## src/rtl/ni_req_flit_arbiter_pkg.sv

```systemverilog
// Shared NoC request-path definitions: arbiter FSM states, grant-source
// encoding and the outstanding-counter width helper.
package ni_req_flit_arbiter_pkg;

    typedef enum logic [1:0] {
        IDLE   = 2'd0,
        WR_PKT = 2'd1,
        RD_PKT = 2'd2
    } arb_state_t;

    typedef enum logic {
        GNT_WR = 1'b0,
        GNT_RD = 1'b1
    } gnt_src_t;

    // Bits needed to hold 0..max_cnt inclusive.
    function automatic int outs_cnt_width(input int max_cnt);
        return $clog2(max_cnt + 1);
    endfunction

endpackage

```

## src/rtl/ni_req_flit_arbiter_if.sv

```systemverilog
// Flit handshake bundle between the two packet builders, the arbiter and
// the out_buffer write/full port. The arbiter uses the slave modport.
interface ni_req_flit_arbiter_if #(
    parameter int FLIT_WIDTH = 80
);
    logic [FLIT_WIDTH-1:0] wr_flit;
    logic                  wr_valid;
    logic                  wr_last;
    logic                  wr_stall;
    logic [FLIT_WIDTH-1:0] rd_flit;
    logic                  rd_valid;
    logic                  rd_last;
    logic                  rd_stall;
    logic [FLIT_WIDTH-1:0] flit;
    logic                  valid;
    logic                  stall;

    modport master (
        output wr_flit, wr_valid, wr_last,
        output rd_flit, rd_valid, rd_last,
        output stall,
        input  wr_stall, rd_stall, flit, valid
    );

    modport slave (
        input  wr_flit, wr_valid, wr_last,
        input  rd_flit, rd_valid, rd_last,
        input  stall,
        output wr_stall, rd_stall, flit, valid
    );
endinterface

```

## src/rtl/ni_req_flit_arbiter_outs_counter.sv

```systemverilog
// Saturating outstanding-transaction counter with a sticky underflow flag.
// A simultaneous increment and (valid) decrement cancel out.
module ni_outs_counter #(
    parameter int MAX_CNT = 16,
    parameter int CNT_WD  = 5
) (
    input  logic              clk,
    input  logic              rst,
    input  logic              inc,
    input  logic              dec,
    output logic [CNT_WD-1:0] count,
    output logic              underflow
);
    localparam logic [CNT_WD-1:0] SAT = CNT_WD'(MAX_CNT);

    logic dec_ok;
    assign dec_ok = dec && (count != '0);

    // Count update: cancel on inc+dec, saturate on inc, ignore dec at zero.
    always_ff @(posedge clk or negedge rst) begin
        if (!rst) begin
            count     <= '0;
            underflow <= 1'b0;
        end else begin
            if (dec && (count == '0))
                underflow <= 1'b1;
            if (inc && !dec_ok) begin
                if (count != SAT)
                    count <= count + 1'b1;
            end else if (dec_ok && !inc) begin
                count <= count - 1'b1;
            end
        end
    end
endmodule

```

## src/rtl/ni_req_flit_arbiter.sv

```systemverilog
// Round-robin, packet-atomic arbiter sharing the NoC output flit port
// between the write (AW+W) and read (AR) packet builders, with
// per-direction outstanding counters.
// Optional feature: define NI_ARB_OUTS_LIMIT_EN to make a source whose
// counter is at MAX_OUTSTANDING ineligible for a new packet.
module ni_req_flit_arbiter
    import ni_req_flit_arbiter_pkg::*;
#(
    parameter  int FLIT_WIDTH      = 80,
    parameter  int MAX_OUTSTANDING = 16,
    localparam int CNT_WD          = outs_cnt_width(MAX_OUTSTANDING)
) (
    input  logic                  clk,
    input  logic                  rst,
    ni_req_flit_arbiter_if.slave  bus,
    input  logic                  decr_wr,
    input  logic                  decr_rd,
    output logic [CNT_WD-1:0]     outs_wr,
    output logic [CNT_WD-1:0]     outs_rd,
    output logic                  underflow_err
);
    arb_state_t            state, state_nxt;
    gnt_src_t              last_gnt;
    gnt_src_t              gnt_src;
    logic                  gnt_vld;
    logic                  elig_wr, elig_rd;
    logic                  sel_valid, sel_last;
    logic [FLIT_WIDTH-1:0] sel_flit;
    logic                  xfer;
    logic                  head_xfer;
    logic                  wr_uflow, rd_uflow;

`ifdef NI_ARB_OUTS_LIMIT_EN
    assign elig_wr = bus.wr_valid && (outs_wr != CNT_WD'(MAX_OUTSTANDING));
    assign elig_rd = bus.rd_valid && (outs_rd != CNT_WD'(MAX_OUTSTANDING));
`else
    assign elig_wr = bus.wr_valid;
    assign elig_rd = bus.rd_valid;
`endif

    // Grant selection, output mux, stall steering and next-state logic.
    // Grant is suppressed while reset is asserted so outputs go idle at once.
    always_comb begin
        gnt_vld   = 1'b0;
        gnt_src   = GNT_WR;
        state_nxt = state;
        if (rst) begin
            unique case (state)
                IDLE: begin
                    if (elig_wr && elig_rd) begin
                        gnt_vld = 1'b1;
                        gnt_src = (last_gnt == GNT_RD) ? GNT_WR : GNT_RD;
                    end else if (elig_wr) begin
                        gnt_vld = 1'b1;
                        gnt_src = GNT_WR;
                    end else if (elig_rd) begin
                        gnt_vld = 1'b1;
                        gnt_src = GNT_RD;
                    end
                end
                WR_PKT: begin
                    gnt_vld = 1'b1;
                    gnt_src = GNT_WR;
                end
                RD_PKT: begin
                    gnt_vld = 1'b1;
                    gnt_src = GNT_RD;
                end
                default: ;
            endcase
        end

        sel_valid    = (gnt_src == GNT_WR) ? bus.wr_valid : bus.rd_valid;
        sel_last     = (gnt_src == GNT_WR) ? bus.wr_last  : bus.rd_last;
        sel_flit     = (gnt_src == GNT_WR) ? bus.wr_flit  : bus.rd_flit;
        bus.valid    = gnt_vld && sel_valid;
        bus.flit     = gnt_vld ? sel_flit : '0;
        bus.wr_stall = !(gnt_vld && (gnt_src == GNT_WR)) || bus.stall;
        bus.rd_stall = !(gnt_vld && (gnt_src == GNT_RD)) || bus.stall;
        xfer         = bus.valid && !bus.stall;
        head_xfer    = xfer && (state == IDLE);

        unique case (state)
            IDLE: begin
                if (xfer && !sel_last)
                    state_nxt = (gnt_src == GNT_WR) ? WR_PKT : RD_PKT;
            end
            WR_PKT, RD_PKT: begin
                if (xfer && sel_last)
                    state_nxt = IDLE;
            end
            default: state_nxt = IDLE;
        endcase
    end

    // FSM state and round-robin pointer; pointer moves on each head flit.
    always_ff @(posedge clk or negedge rst) begin
        if (!rst) begin
            state    <= IDLE;
            last_gnt <= GNT_RD;
        end else begin
            state <= state_nxt;
            if (head_xfer)
                last_gnt <= gnt_src;
        end
    end

    ni_outs_counter #(
        .MAX_CNT (MAX_OUTSTANDING),
        .CNT_WD  (CNT_WD)
    ) u_outs_wr (
        .clk       (clk),
        .rst       (rst),
        .inc       (head_xfer && (gnt_src == GNT_WR)),
        .dec       (decr_wr),
        .count     (outs_wr),
        .underflow (wr_uflow)
    );

    ni_outs_counter #(
        .MAX_CNT (MAX_OUTSTANDING),
        .CNT_WD  (CNT_WD)
    ) u_outs_rd (
        .clk       (clk),
        .rst       (rst),
        .inc       (head_xfer && (gnt_src == GNT_RD)),
        .dec       (decr_rd),
        .count     (outs_rd),
        .underflow (rd_uflow)
    );

    assign underflow_err = wr_uflow || rd_uflow;
endmodule

```

## src/flat_wrapper.sv

```systemverilog
// flat-port wrapper written by rule: the top's interface ports become plain ports
module ni_req_flit_arbiter_flat import ni_req_flit_arbiter_pkg::*;
#(
    parameter  int FLIT_WIDTH      = 80,
    parameter  int MAX_OUTSTANDING = 16,
    localparam int CNT_WD          = outs_cnt_width(MAX_OUTSTANDING)
)
  (clk, rst, decr_wr, decr_rd, outs_wr, outs_rd, underflow_err, bus_wr_flit, bus_wr_valid, bus_wr_last, bus_rd_flit, bus_rd_valid, bus_rd_last, bus_stall, bus_wr_stall, bus_rd_stall, bus_flit, bus_valid);
  ni_req_flit_arbiter_if #(.FLIT_WIDTH(FLIT_WIDTH)) bus_i ();
  input  logic clk;
  input  logic rst;
  input  logic decr_wr;
  input  logic decr_rd;
  output logic [CNT_WD-1:0] outs_wr;
  output logic [CNT_WD-1:0] outs_rd;
  output logic underflow_err;
  input wire logic [$bits(bus_i.wr_flit)-1:0] bus_wr_flit;
  input wire logic [$bits(bus_i.wr_valid)-1:0] bus_wr_valid;
  input wire logic [$bits(bus_i.wr_last)-1:0] bus_wr_last;
  input wire logic [$bits(bus_i.rd_flit)-1:0] bus_rd_flit;
  input wire logic [$bits(bus_i.rd_valid)-1:0] bus_rd_valid;
  input wire logic [$bits(bus_i.rd_last)-1:0] bus_rd_last;
  input wire logic [$bits(bus_i.stall)-1:0] bus_stall;
  output wire logic [$bits(bus_i.wr_stall)-1:0] bus_wr_stall;
  output wire logic [$bits(bus_i.rd_stall)-1:0] bus_rd_stall;
  output wire logic [$bits(bus_i.flit)-1:0] bus_flit;
  output wire logic [$bits(bus_i.valid)-1:0] bus_valid;
  assign bus_i.wr_flit = bus_wr_flit;
  assign bus_i.wr_valid = bus_wr_valid;
  assign bus_i.wr_last = bus_wr_last;
  assign bus_i.rd_flit = bus_rd_flit;
  assign bus_i.rd_valid = bus_rd_valid;
  assign bus_i.rd_last = bus_rd_last;
  assign bus_i.stall = bus_stall;
  assign bus_wr_stall = bus_i.wr_stall;
  assign bus_rd_stall = bus_i.rd_stall;
  assign bus_flit = bus_i.flit;
  assign bus_valid = bus_i.valid;
  ni_req_flit_arbiter #(.FLIT_WIDTH(FLIT_WIDTH), .MAX_OUTSTANDING(MAX_OUTSTANDING)) u_core (.clk(clk), .rst(rst), .bus(bus_i), .decr_wr(decr_wr), .decr_rd(decr_rd), .outs_wr(outs_wr), .outs_rd(outs_rd), .underflow_err(underflow_err));
endmodule
```

## config.mk

```make
export PLATFORM = sky130hd
export DESIGN_NAME = ni_req_flit_arbiter_flat
export DESIGN_NICKNAME = d
export VERILOG_FILES = /design/src/rtl/ni_req_flit_arbiter_pkg.sv /design/src/rtl/ni_req_flit_arbiter_if.sv /design/src/rtl/ni_req_flit_arbiter_outs_counter.sv /design/src/rtl/ni_req_flit_arbiter.sv /design/src/flat_wrapper.sv
export SDC_FILE = /design/constraint.sdc
export NUM_CORES = 1
export LEC_CHECK = 0
export CELL_PAD_IN_SITES_DETAIL_PLACEMENT = 0
export CELL_PAD_IN_SITES_GLOBAL_PLACEMENT = 1
export CORE_ASPECT_RATIO = 1.5
export CORE_MARGIN = 2
export CORE_UTILIZATION = 18
export DETAILED_ROUTE_END_ITERATION = 8
export GPL_TIMING_DRIVEN = 1
export PLACE_DENSITY_LB_ADDON = 0.05
export SLEW_MARGIN = 0
export SYNTH_ARGS = -nofsm -noshare
export SYNTH_HDL_FRONTEND = slang
export SYNTH_SLANG_ARGS = --single-unit
```

## constraint.sdc

```tcl
create_clock -name clk -period 8.7 [get_ports clk]
set_clock_uncertainty 0.1 [all_clocks]
set_input_delay 0.87 -clock clk [delete_from_list [all_inputs] [get_ports clk]]
set_output_delay 0.87 -clock clk [all_outputs]
set_load 0.01 [all_outputs]
```

==> results.tsv, run 1 <==
stage	metric	value	unit
place	numPortBuffers	262	
setup_path	worst_ep_arrival_time	3.68	ns
place	dpl_cell_area	5126	um^2
yosys	synth_top_cell_area_share	26.89	%
yosys	ys_async_sr_fraction	100.0	%
setup_path	worstPathRequired	7.73	ns
place	place_congestion	0.8452	
grt	antenna_found_initial	0	
setup_path	cp.depth	7	
floorplan	rows	51	
yosys	synthDistinctLibCells	53	
setup_path	crit_path_end	bus_flit[10]	
setup_path	r2r_end	u_core.u_outs_wr.count[2]$_DFFE_PN0P_	
finish	area.sequential	376.6	um^2
routing	antenna_left	0	
setup_path	start_kind	input port	
sta	setup_viol	0	
yosys	synthCells	392	
floorplan	initial_core_util	18.43	%
routing	top_layer_used	met4	
finish	fin_area	5205	um^2
sta	worst_pin_slew	1.089	ns
place	hpwl	10.75	mm
routing	dr.pass1.iters	4	
yosys	netlist_area	2387	um^2
grt	grt_max_degree	91	
setup_path	crit_buf_inv	3	
setup_path	rr_startpoint	u_core.state[0]$_DFFE_PN0P_	
floorplan	io_pins	263	
setup_path	cpLargestDelayFamily	buffers and inverters	
sta	final.setup.worst_slack	4.051	ns
setup_path	cp_max_fo	68	
grt	grt_pass1_wl	21.00	mm
cts	hold_buffers	0	
worst_hold_path	hp-class	reg -> reg	
routing	wirelength	13.75	mm
power	power_density	244.2	nW/um^2
sta	max-slew-margin-rel	27.38	%
finish	area_growth	118.0	%
yosys	synthFlopType	dfrtp_1	
setup_path	critPathLaunch	bus_wr_valid	
sta	min_period_over_period	53.44	%
cts	cts_tree	yes	
grt	overflow	0	
yosys	ys_seq_elements	15	
place	place_ws	3.958	ns
routing	wl_per_cell	17.41	um
sta	setup_tns	0	ns
yosys	synth_edf_count	0	
routing	wl_met1	5.200	mm
flow_run	maxCapViolations	0	
setup_path	cp_slowest_cell	buf_4	
floorplan	die_h	145.0	um
routing	num_vias	3580	
power	p_leak	0.002037	uW
cts	h-tree-depth	1	
cts	insertion_delay	0.25	ns
grt	grtUsageTotal	18.41	%
cts	cts-root-buf	clkbuf_16	
floorplan	die_x	98.03	um
yosys	synth_seq_area_share	15.78	%
sta	drv_slew	0	
setup_path	cp-end-kind	output pin	
cts	numCtsBuffers	3	
sta	fmax	0.2151	GHz
cts	post_cts_buffers	0	
yosys	synth_warnings	0	
routing	vias_per_cell	4.532	
setup_path	path_class	in -> out	
finish	multi_input_area	1887	um^2
yosys	synthMostInstantiatedCell	nand2_1	
yosys	synth_area_leaders	nand2_1 (27%), a21oi_1 (18%), dfrtp_1 (15%), ha_1 (4.7%), a21o_1 (2.2%)	
finish	n_antenna_cell	0	
sta	rsz0062_at_grt	no	
yosys	synth_fp_nets	572	
setup_path	worstRegToRegCells	10	
grt	grt_pass1_vias	3421	
yosys	synth_area_leader_cell	nand2_1	
yosys	syn_avg_cell_area	6.090	um^2
floorplan	die-area	14220	um^2
sta	hold_viol	0	
sta	fin_crit	4.649	ns
finish	layout-drive-gt1-share	4.120	%
finish	fill_cells	1368	
routing	wl_met3	1.122	mm
finish	final_nets	812	
cts	max-clock-path-buffers	2	
power	irDropWorstVdd	177.7	uV
routing	drc	0	
yosys	synth_commonest_cells	nand2_1 (171), a21oi_1 (88), clkbuf_1 (14), dfrtp_1 (14), buf_2 (10)	
floorplan	core	12950	um^2
setup_path	ff2ff_setup_slack	5.00	ns
setup_path	cp_cell_sequence	clkdlybuf4s50_1 > nand2_1 > a31oi_4 > buf_4 > nand2_1 > a21oi_1 > clkdlybuf4s50_1	
setup_path	slowest_delay	0.68	ns
routing	routed-wl-met2	7.255	mm
run_status	status	complete, no violations	
cts	path_clk_slew	0.05	ns
routing	first_iter_violations	110	
cts	post_cts_resized	0	
cts	clkSinkCount	15	
[cell usage in the layout, fill, tap and decap left out, drive strengths merged, types with 2 or more instances in the layout]
master / n
clkdlybuf4s50: 262
or4: 4
o21ai: 9
ha: 9
a21o: 7
clkbuf: 4
a21oi: 88
dfrtp: 14
a22o: 2
xnor2: 3
o2111ai: 2
a32o: 2
fa: 2
o211ai: 2
nor2: 7
xor2: 3
mux2i: 3
buf: 3
o221ai: 2
mux2: 5
a31oi: 2
inv: 5
nor3: 2
nand2: 171
[worst min-delay path by stage]
| stage | startpoint | end | slack (ns) | depth (start not counted) |
|---|---|---|---|---|
| 2_1_floorplan | u_core.u_outs_wr.underflow$_DFFE_PN0P_ | u_core.u_outs_wr.underflow$_DFFE_PN0P_ | 0.32 | 1 |
| 3_3_place_gp | u_core.u_outs_wr.underflow$_DFFE_PN0P_ | u_core.u_outs_wr.underflow$_DFFE_PN0P_ | 0.35 | 1 |
| 3_5_place_dp | u_core.u_outs_wr.underflow$_DFFE_PN0P_ | u_core.u_outs_wr.underflow$_DFFE_PN0P_ | 0.35 | 1 |
| 4_1_cts | u_core.u_outs_wr.underflow$_DFFE_PN0P_ | u_core.u_outs_wr.underflow$_DFFE_PN0P_ | 0.36 | 1 |
| 5_1_grt | u_core.u_outs_wr.underflow$_DFFE_PN0P_ | u_core.u_outs_wr.underflow$_DFFE_PN0P_ | 0.37 | 1 |
| 6_report | u_core.u_outs_wr.underflow$_DFFE_PN0P_ | u_core.u_outs_wr.underflow$_DFFE_PN0P_ | 0.36 | 1 |
[worst register-to-register path, stage by stage (launching register included)]
cell	delay, ns
dfrtp_1	0.40
inv_1	0.09
ha_1	0.40
a31o_4	0.91
nor2_2	0.27
nand2_1	0.22
ha_1	0.29
xor2_1	0.20
or4_1	0.41
a31oi_1	0.21
a2111oi_2	0.06
[per-stage QoR]
stage	power (uW)	hold WS [ns]	util, %	cells
final	1271	0.3564	40.18	790
after global routing	1390	0.3737	40.18	790
after CTS	1292	0.3639	40.18	790
after detailed placement	1192	0.3499	39.57	786
after global placement	1186	0.3513	39.57	786
after floorplan	709.8	0.3198	-	392
[layout make-up]
| class | instances | area share (%) |
|---|---|---|
| multi-input combinational | 342 | 36.25 |
| timing repair buffer | 265 | 50.82 |
| inverter | 5 | 0.3606 |
| clock buffer | 4 | 1.514 |
| sequential | 15 | 7.236 |
| tap | 159 | 3.822 |
[sequential cells by signal, summed over array words and instances (netlist names)]
name	cells
u_core.u_outs_rd.count	5
u_core.u_outs_wr.count	5
u_core.state	2
u_core.last_gnt	1
u_core.u_outs_rd.underflow	1
u_core.u_outs_wr.underflow	1
[kinds of logic (layout without fill, tap and decap cells)]
| group | Yosys count | count (layout) | synth area share, % |
|---|---|---|---|
| and+or+nand+nor | 193 | 193 | 33.12 |
| muxes | 8 | 8 | 4.612 |
| adders and majority gates | 11 | 11 | 6.394 |
| DFF | 15 | 15 | 15.78 |
| xor gates and xnor gates | 6 | 6 | 2.202 |
| AOI/OAI and AO/OA | 124 | 124 | 31.50 |
| buffers and inverters | 35 | 274 | 6.394 |
[where the power goes]
group          total (uW)  internal (uW)  switching, uW
registers             150            106           44.1
clock network        92.9           62.3           30.6
logic                1030            503            525
[per-layer routing]
metal / GRT usage, % / vias to the layer above
li1: - / 1812
met1: 21.18 / 1605
met2: 34.18 / 151
met3: 4.672 / 12
met4: 3.264 / 0
met5: 0 / -
Power figures use the tool's default switching activity.
==> inputs of run 2 (changes only) <==
CORE_UTILIZATION = 17   (was 18)
clock period = 4.4 ns   (was 8.7 ns; I/O delays follow)
==> run 2 against run 1 <==
  * Final area up 0.91%
  * Routed wire length rose by 2.7%
  * Worst hold slack worse by 0.0061 ns
  * Largest cell class unchanged
  * Largest power group unchanged
==> results.tsv, run 2 (synthesis gave the netlist of run 1 again) <==
stage	metric	value	unit	change
floorplan	io_pins	263		unchanged
setup_path	cp-end-kind	output pin		unchanged
run_status	status	complete, no violations		unchanged
cts	hold_buffers	0		unchanged
sta	max-slew-margin-rel	59.30	%	was 27.38%
routing	wl_per_cell	17.70	um	was 17.41 um
floorplan	initial_core_util	17.22	%	was 18.43%
cts	insertion_delay	0.24	ns	was 0.25 ns
grt	grt_pass1_wl	20.43	mm	was 21.00 mm
setup_path	slowest_delay	0.62	ns	was 0.68 ns
cts	post_cts_resized	0		unchanged
floorplan	die-area	15030	um^2	was 14220 um^2
worst_hold_path	hp-class	reg -> reg		unchanged
sta	setup_viol	0		unchanged
floorplan	rows	53		was 51
routing	drc	0		unchanged
grt	antenna_found_initial	0		unchanged
sta	fin_crit	3.518	ns	
cts	post_cts_buffers	0		unchanged
place	numPortBuffers	262		unchanged
cts	path_clk_slew	0.05	ns	about the same
finish	final_nets	814		was 812
sta	hold_slack	0.3503	ns	was 0.3564 ns
sta	drv_slew	0		unchanged
cts	cts-root-buf	clkbuf_16		unchanged
grt	overflow	0		unchanged
floorplan	die_h	149.1	um	was 145.0 um
sta	rsz0062_at_grt	no		unchanged
finish	finalNonFillerCells	798		was 790
power	power_density	487.3	nW/um^2	was 244.2 nW/um^2
finish	n_antenna_cell	0		unchanged
finish	fill_cells	1440		was 1368
setup_path	cp_slowest_cell	a31o_4		was buf_4
routing	vias_per_cell	4.550		was 4.532
cts	max-clock-path-buffers	2		unchanged
cts	h-tree-depth	1		unchanged
cts	clkSinkCount	15		unchanged
finish	final_cell_mix	clkdlybuf4s50_1 (262), nand2_1 (171), a21oi_1 (88)		unchanged
routing	first_iter_violations	86		was 110
setup_path	path_class	reg -> out		was in -> out
cts	numCtsBuffers	3		unchanged
place	place_congestion	0.8535		was 0.8452
sta	hold_viol	0		unchanged
flow_run	maxCapViolations	0		unchanged
power	irDropWorstVdd	423.1	uV	was 177.7 uV
place	dp.cells	794		was 786
routing	wirelength	14.12	mm	was 13.75 mm
sta	worst_pin_slew	0.6106	ns	was 1.089 ns
setup_path	worstPathRequired	3.86	ns	was 7.73 ns
finish	layout-drive-gt1-share	4.423	%	was 4.120%
floorplan	die_x	100.8	um	was 98.03 um
grt	grt_pass1_vias	3560		was 3421
sta	fmax	0.2843	GHz	
grt	grt_max_degree	84		was 91
power	p_leak	0.002058	uW	was 0.002037 uW
cts	cts_tree	yes		unchanged
place	hpwl	11.09	mm	was 10.75 mm
setup_path	worst_ep_arrival_time	2.98	ns	was 3.68 ns
grt	grtUsageTotal	17.31	%	was 18.41%
setup_path	crit_buf_inv	3		unchanged
setup_path	start_kind	flop		was input port
setup_path	cpLargestDelayFamily	buffers and inverters		unchanged
finish	area_growth	120.0	%	was 118.0%
finish	mostFrequentLayoutCell	clkdlybuf4s50_1		unchanged
floorplan	core	13860	um^2	was 12950 um^2
routing	dr.pass1.iters	4		unchanged
setup_path	cp_cell_sequence	inv_1 > ha_1 > a31o_4 > buf_4 > nand2_1 > a21oi_1 > clkdlybuf4s50_1		was clkdlybuf4s50_1 > nand2_1 > a31oi_4 > buf_4 > nand2_1 > a21oi_1 > clkdlybuf4s50_1
sta	setup_tns	0	ns	unchanged
routing	antenna_left	0		unchanged
sta	min_period_over_period	79.95	%	
finish	top_regs	u_core.u_outs_rd.count x5, u_core.u_outs_wr.count x5, u_core.state x2		unchanged
setup_path	cp_max_fo	52		was 68
routing	num_vias	3631		was 3580
## run 2: changes by cell type in the layout (fill, tap and decap cells not counted)
cell / previous run / this run
buf_12: 0 / 2
## run 2: worst paths after layout
kind | from | end | slack [ns] | cells past startpoint
max in group asynchronous | rst | u_core.last_gnt$_DFFE_PN1N_ | 3.46 | 2
worst max register to register | u_core.state[0]$_DFFE_PN0P_ | u_core.u_outs_wr.count[4]$_DFFE_PN0P_ | 1.02 | 11
worst min register to register | u_core.u_outs_wr.underflow$_DFFE_PN0P_ | u_core.u_outs_wr.underflow$_DFFE_PN0P_ | 0.35 | 1
worst max-delay path | u_core.state[0]$_DFFE_PN0P_ | bus_flit[59] | 0.88 | 7
min in group asynchronous | rst | u_core.u_outs_rd.count[0]$_DFFE_PN0P_ | 0.47 | 2
worst min-delay path | u_core.u_outs_wr.underflow$_DFFE_PN0P_ | u_core.u_outs_wr.underflow$_DFFE_PN0P_ | 0.35 | 1
## run 2: where the power goes
part / internal (uW) / total, uW / switching, uW
clock network: 123 / 177 / 54.0
logic: 1020 / 2080 / 1060
registers: 209 / 300 / 90.2
## run 2: final cells by class
type                            count  area [um^2]  area share (%)
Clock buffer                        4        78.83           1.501
Tap cell                          165        206.4           3.930
Multi-Input combinational cell    342         1887           35.92
Sequential cell                    15        376.6           7.170
Timing Repair Buffer              267         2685           51.12
Inverter                            5        18.77          0.3573
## run 2: routing by layer
metal	GRT usage (%)	routed length, um	vias to the layer above
met5	0	0	-
met4	3.425	206	0
met3	3.936	1232	15
met2	33.43	7561	151
met1	18.86	5124	1652
li1	-	-	1813
## run 2: stage by stage
step / worst slack (ns) / utilization (%) / instance area [um^2] / total power [uW]
3_5_place_dp: 0.6998 / 37.33 / 5174 / 2405
2_1_floorplan: 1.462 / - / 2387 / 1404
6_report: 0.8821 / 37.90 / 5253 / 2559
4_1_cts: 0.8295 / 37.90 / 5253 / 2598
5_1_grt: 0.6546 / 37.90 / 5253 / 2793
3_3_place_gp: 0.7503 / 37.33 / 5174 / 2400
==> inputs of run 3 (changes only) <==
clock period = 3.67 ns   (was 4.4 ns; I/O delays follow)
==> run 3 against run 2 <==
  * Count of clock-buffer cells in the layout did not move
  * Clock power up 26%
  * Die area unchanged
  * Setup slack worse by 0.35 ns
  * Register-to-register slack lost 0.49 ns
  * Routed wire length grew 1.7%
  * Largest cell class unchanged
  * Highest routed layer unchanged
==> results.tsv, run 3 (synthesis gave the netlist of run 1 again) <==
stage	metric	value	unit	change
setup_path	rr_startpoint	u_core.state[1]$_DFFE_PN0P_		was u_core.state[0]$_DFFE_PN0P_
grt	grtUsageTotal	17.97	%	was 17.31%
setup_path	worst_ep_arrival_time	3.16	ns	was 2.98 ns
setup_path	slowest_delay	0.44	ns	was 0.62 ns
sta	rsz0062_at_grt	no		unchanged
power	switching_share	47.08	%	was 46.98%
finish	area.sequential	376.6	um^2	unchanged
sta	worst_pin_slew	0.4562	ns	was 0.6106 ns
cts	cts_tree	yes		unchanged
routing	vias_per_cell	4.512		was 4.550
run_status	status	complete, no violations		unchanged
setup_path	r2r_end	u_core.u_outs_rd.count[4]$_DFFE_PN0P_		was u_core.u_outs_wr.count[4]$_DFFE_PN0P_
setup_path	cp_slowest_cell	fa_1		was a31o_4
setup_path	cp_max_fo	10		was 52
flow_run	maxCapViolations	0		unchanged
power	switchingPower	1466	uW	was 1202 uW
setup_path	cp_cell_sequence	inv_1 > ha_1 > o2111ai_4 > nor2_4 > nand2_1 > fa_1 > a21o_1 > a21oi_1 > nand2_1 > o211ai_1 > o211ai_1		was inv_1 > ha_1 > a31o_4 > buf_4 > nand2_1 > a21oi_1 > clkdlybuf4s50_1
setup_path	ff2ff_setup_slack	0.53	ns	was 1.02 ns
cts	clkSinkCount	15		unchanged
power	pwr-share-seq	11.5	%	was 11.7%
cts	cts-root-buf	clkbuf_16		unchanged
floorplan	initial_core_util	17.22	%	unchanged
floorplan	die_h	149.1	um	unchanged
floorplan	core	13860	um^2	unchanged
place	place_ws	0.3680	ns	was 0.6998 ns
power	finalPower	3113	uW	was 2559 uW
cts	post_cts_buffers	0		unchanged
finish	final_cell_mix	clkdlybuf4s50_1 (262), nand2_1 (171), a21oi_1 (88)		unchanged
power	irDropWorstVdd	400.4	uV	was 423.1 uV
routing	routed-wl-met2	7.731	mm	was 7.561 mm
grt	grt_max_degree	85		was 84
setup_path	worstPathRequired	3.69	ns	was 3.86 ns
cts	numCtsBuffers	3		unchanged
routing	dr.pass1.iters	4		unchanged
grt	grt_pass1_vias	3481		was 3560
place	place_congestion	0.7927		was 0.8535
routing	wl_met1	5.230	mm	was 5.124 mm
sta	max-slew-margin-rel	69.49	%	was 59.30%
power	p_clk_share	7.2	%	was 6.9%
setup_path	worstRegToRegCells	11		unchanged
sta	fmax	0.3184	GHz	
floorplan	rows	53		unchanged
setup_path	crit_path_end	u_core.u_outs_rd.count[4]$_DFFE_PN0P_		was bus_flit[59]
power	p_leak	0.002072	uW	was 0.002058 uW
routing	first_iter_violations	132		was 86
sta	drv_slew	0		unchanged
sta	min_period_over_period	85.57	%	
routing	top_layer_used	met4		unchanged
sta	hold_viol	0		unchanged
place	numPortBuffers	262		unchanged
worst_hold_path	hp-class	reg -> reg		unchanged
grt	antenna_found_initial	2		was 0
sta	fin_crit	3.140	ns	
routing	wirelength	14.37	mm	was 14.12 mm
routing	drc	0		unchanged
routing	wl_met3	1.145	mm	was 1.232 mm
finish	mostFrequentLayoutCell	clkdlybuf4s50_1		unchanged
routing	antenna_left	0		unchanged
finish	multi_input_area	1887	um^2	unchanged
cts	h-tree-depth	1		unchanged
cts	insertion_delay	0.25	ns	was 0.24 ns
power	power_density	589.1	nW/um^2	was 487.3 nW/um^2
finish	final_nets	816		was 814
cts	max-clock-path-buffers	2		unchanged
finish	layout-drive-gt1-share	4.724	%	was 4.423%
finish	top_regs	u_core.u_outs_rd.count x5, u_core.u_outs_wr.count x5, u_core.state x2		unchanged
floorplan	die_x	100.8	um	unchanged
grt	overflow	0		unchanged
power	comb_power_share	81.3	%	was 81.4%
finish	fill_cells	1483		was 1440
finish	area_growth	121.4	%	was 120.0%
place	hpwl	11.38	mm	was 11.09 mm
cts	path_clk_slew	0.05	ns	about the same
sta	final.setup.worst_slack	0.5297	ns	was 0.8821 ns
routing	num_vias	3619		was 3631
grt	grt_pass1_wl	20.75	mm	was 20.43 mm
setup_path	critPathLaunch	u_core.state[1]$_DFFE_PN0P_		was u_core.state[0]$_DFFE_PN0P_
cts	post_cts_resized	0		unchanged
routing	wl_per_cell	17.91	um	was 17.70 um
power	p_int	1648	uW	was 1357 uW
setup_path	path_class	reg -> reg		was reg -> out
setup_path	start_kind	flop		unchanged
sta	setup_viol	0		unchanged
setup_path	cp-end-kind	flop		was output pin
cts	hold_buffers	0		unchanged
floorplan	die-area	15030	um^2	unchanged
floorplan	io_pins	263		unchanged
sta	setup_tns	0	ns	unchanged
==> run 3: cell types whose count changed in the layout (fill, tap and decap cells not counted), sizes merged <==
cell   delta
diode     +2
buf       +2
==> run 3: critical path: cells and delay by family (launching register included) <==
family                   cells  cell delay (ns)
flip-flops                   1             0.42
adder cells (fa/ha/maj)      2             0.85
AO/OA/AOI/OAI                5             1.04
buffers and inverters        1             0.09
AND/OR/NAND/NOR              3             0.51
==> run 3: area by class of cell <==
cell class | count | share of cell area [%]
sequential | 15 | 7.126
multi-input combinational | 342 | 35.70
antenna | 2 | 0.09470
inverter | 5 | 0.3551
tap | 165 | 3.906
clock buffer | 4 | 1.491
timing repair buffer | 269 | 51.33
==> run 3: how the worst min path moves through the flow <==
stage | from | end | cells past startpoint
2_1_floorplan | rst | u_core.state[0]$_DFFE_PN0P_ | 0
5_1_grt | u_core.u_outs_wr.underflow$_DFFE_PN0P_ | u_core.u_outs_wr.underflow$_DFFE_PN0P_ | 1
6_report | u_core.u_outs_wr.underflow$_DFFE_PN0P_ | u_core.u_outs_wr.underflow$_DFFE_PN0P_ | 1
3_5_place_dp | u_core.u_outs_wr.underflow$_DFFE_PN0P_ | u_core.u_outs_wr.underflow$_DFFE_PN0P_ | 1
4_1_cts | u_core.u_outs_wr.underflow$_DFFE_PN0P_ | u_core.u_outs_wr.underflow$_DFFE_PN0P_ | 1
3_3_place_gp | u_core.u_outs_wr.underflow$_DFFE_PN0P_ | u_core.u_outs_wr.underflow$_DFFE_PN0P_ | 1
==> run 3: power groups by stage <==
| stage | logic [uW] | registers, uW | clock network (uW) |
|---|---|---|---|
| final | 2530 | 359 | 223 |
| after global routing | 2770 | 379 | 238 |
| after CTS | 2570 | 362 | 230 |
| after detailed placement | 2550 | 364 | 0 |
| after global placement | 2540 | 365 | 0 |
| after floorplan | 1320 | 361 | 0 |
==> run 3: layer usage <==
| layer | track usage [%] | vias up |
|---|---|---|
| met5 | 0 | - |
| met4 | 5.068 | 0 |
| met3 | 4.171 | 11 |
| met2 | 34.07 | 144 |
| met1 | 19.44 | 1646 |
| li1 | - | 1818 |
==> run 3: through the flow <==
step / instances / hold slack (ns) / area (um^2) / utilization, %
global placement: 796 / 0.3418 / 5201 / 37.53
floorplan: 392 / -0.02859 / 2387 / -
detailed placement: 796 / 0.3380 / 5201 / 37.53
finish: 802 / 0.3502 / 5285 / 38.13
CTS: 800 / 0.3524 / 5280 / 38.10
global route: 802 / 0.3608 / 5285 / 38.13
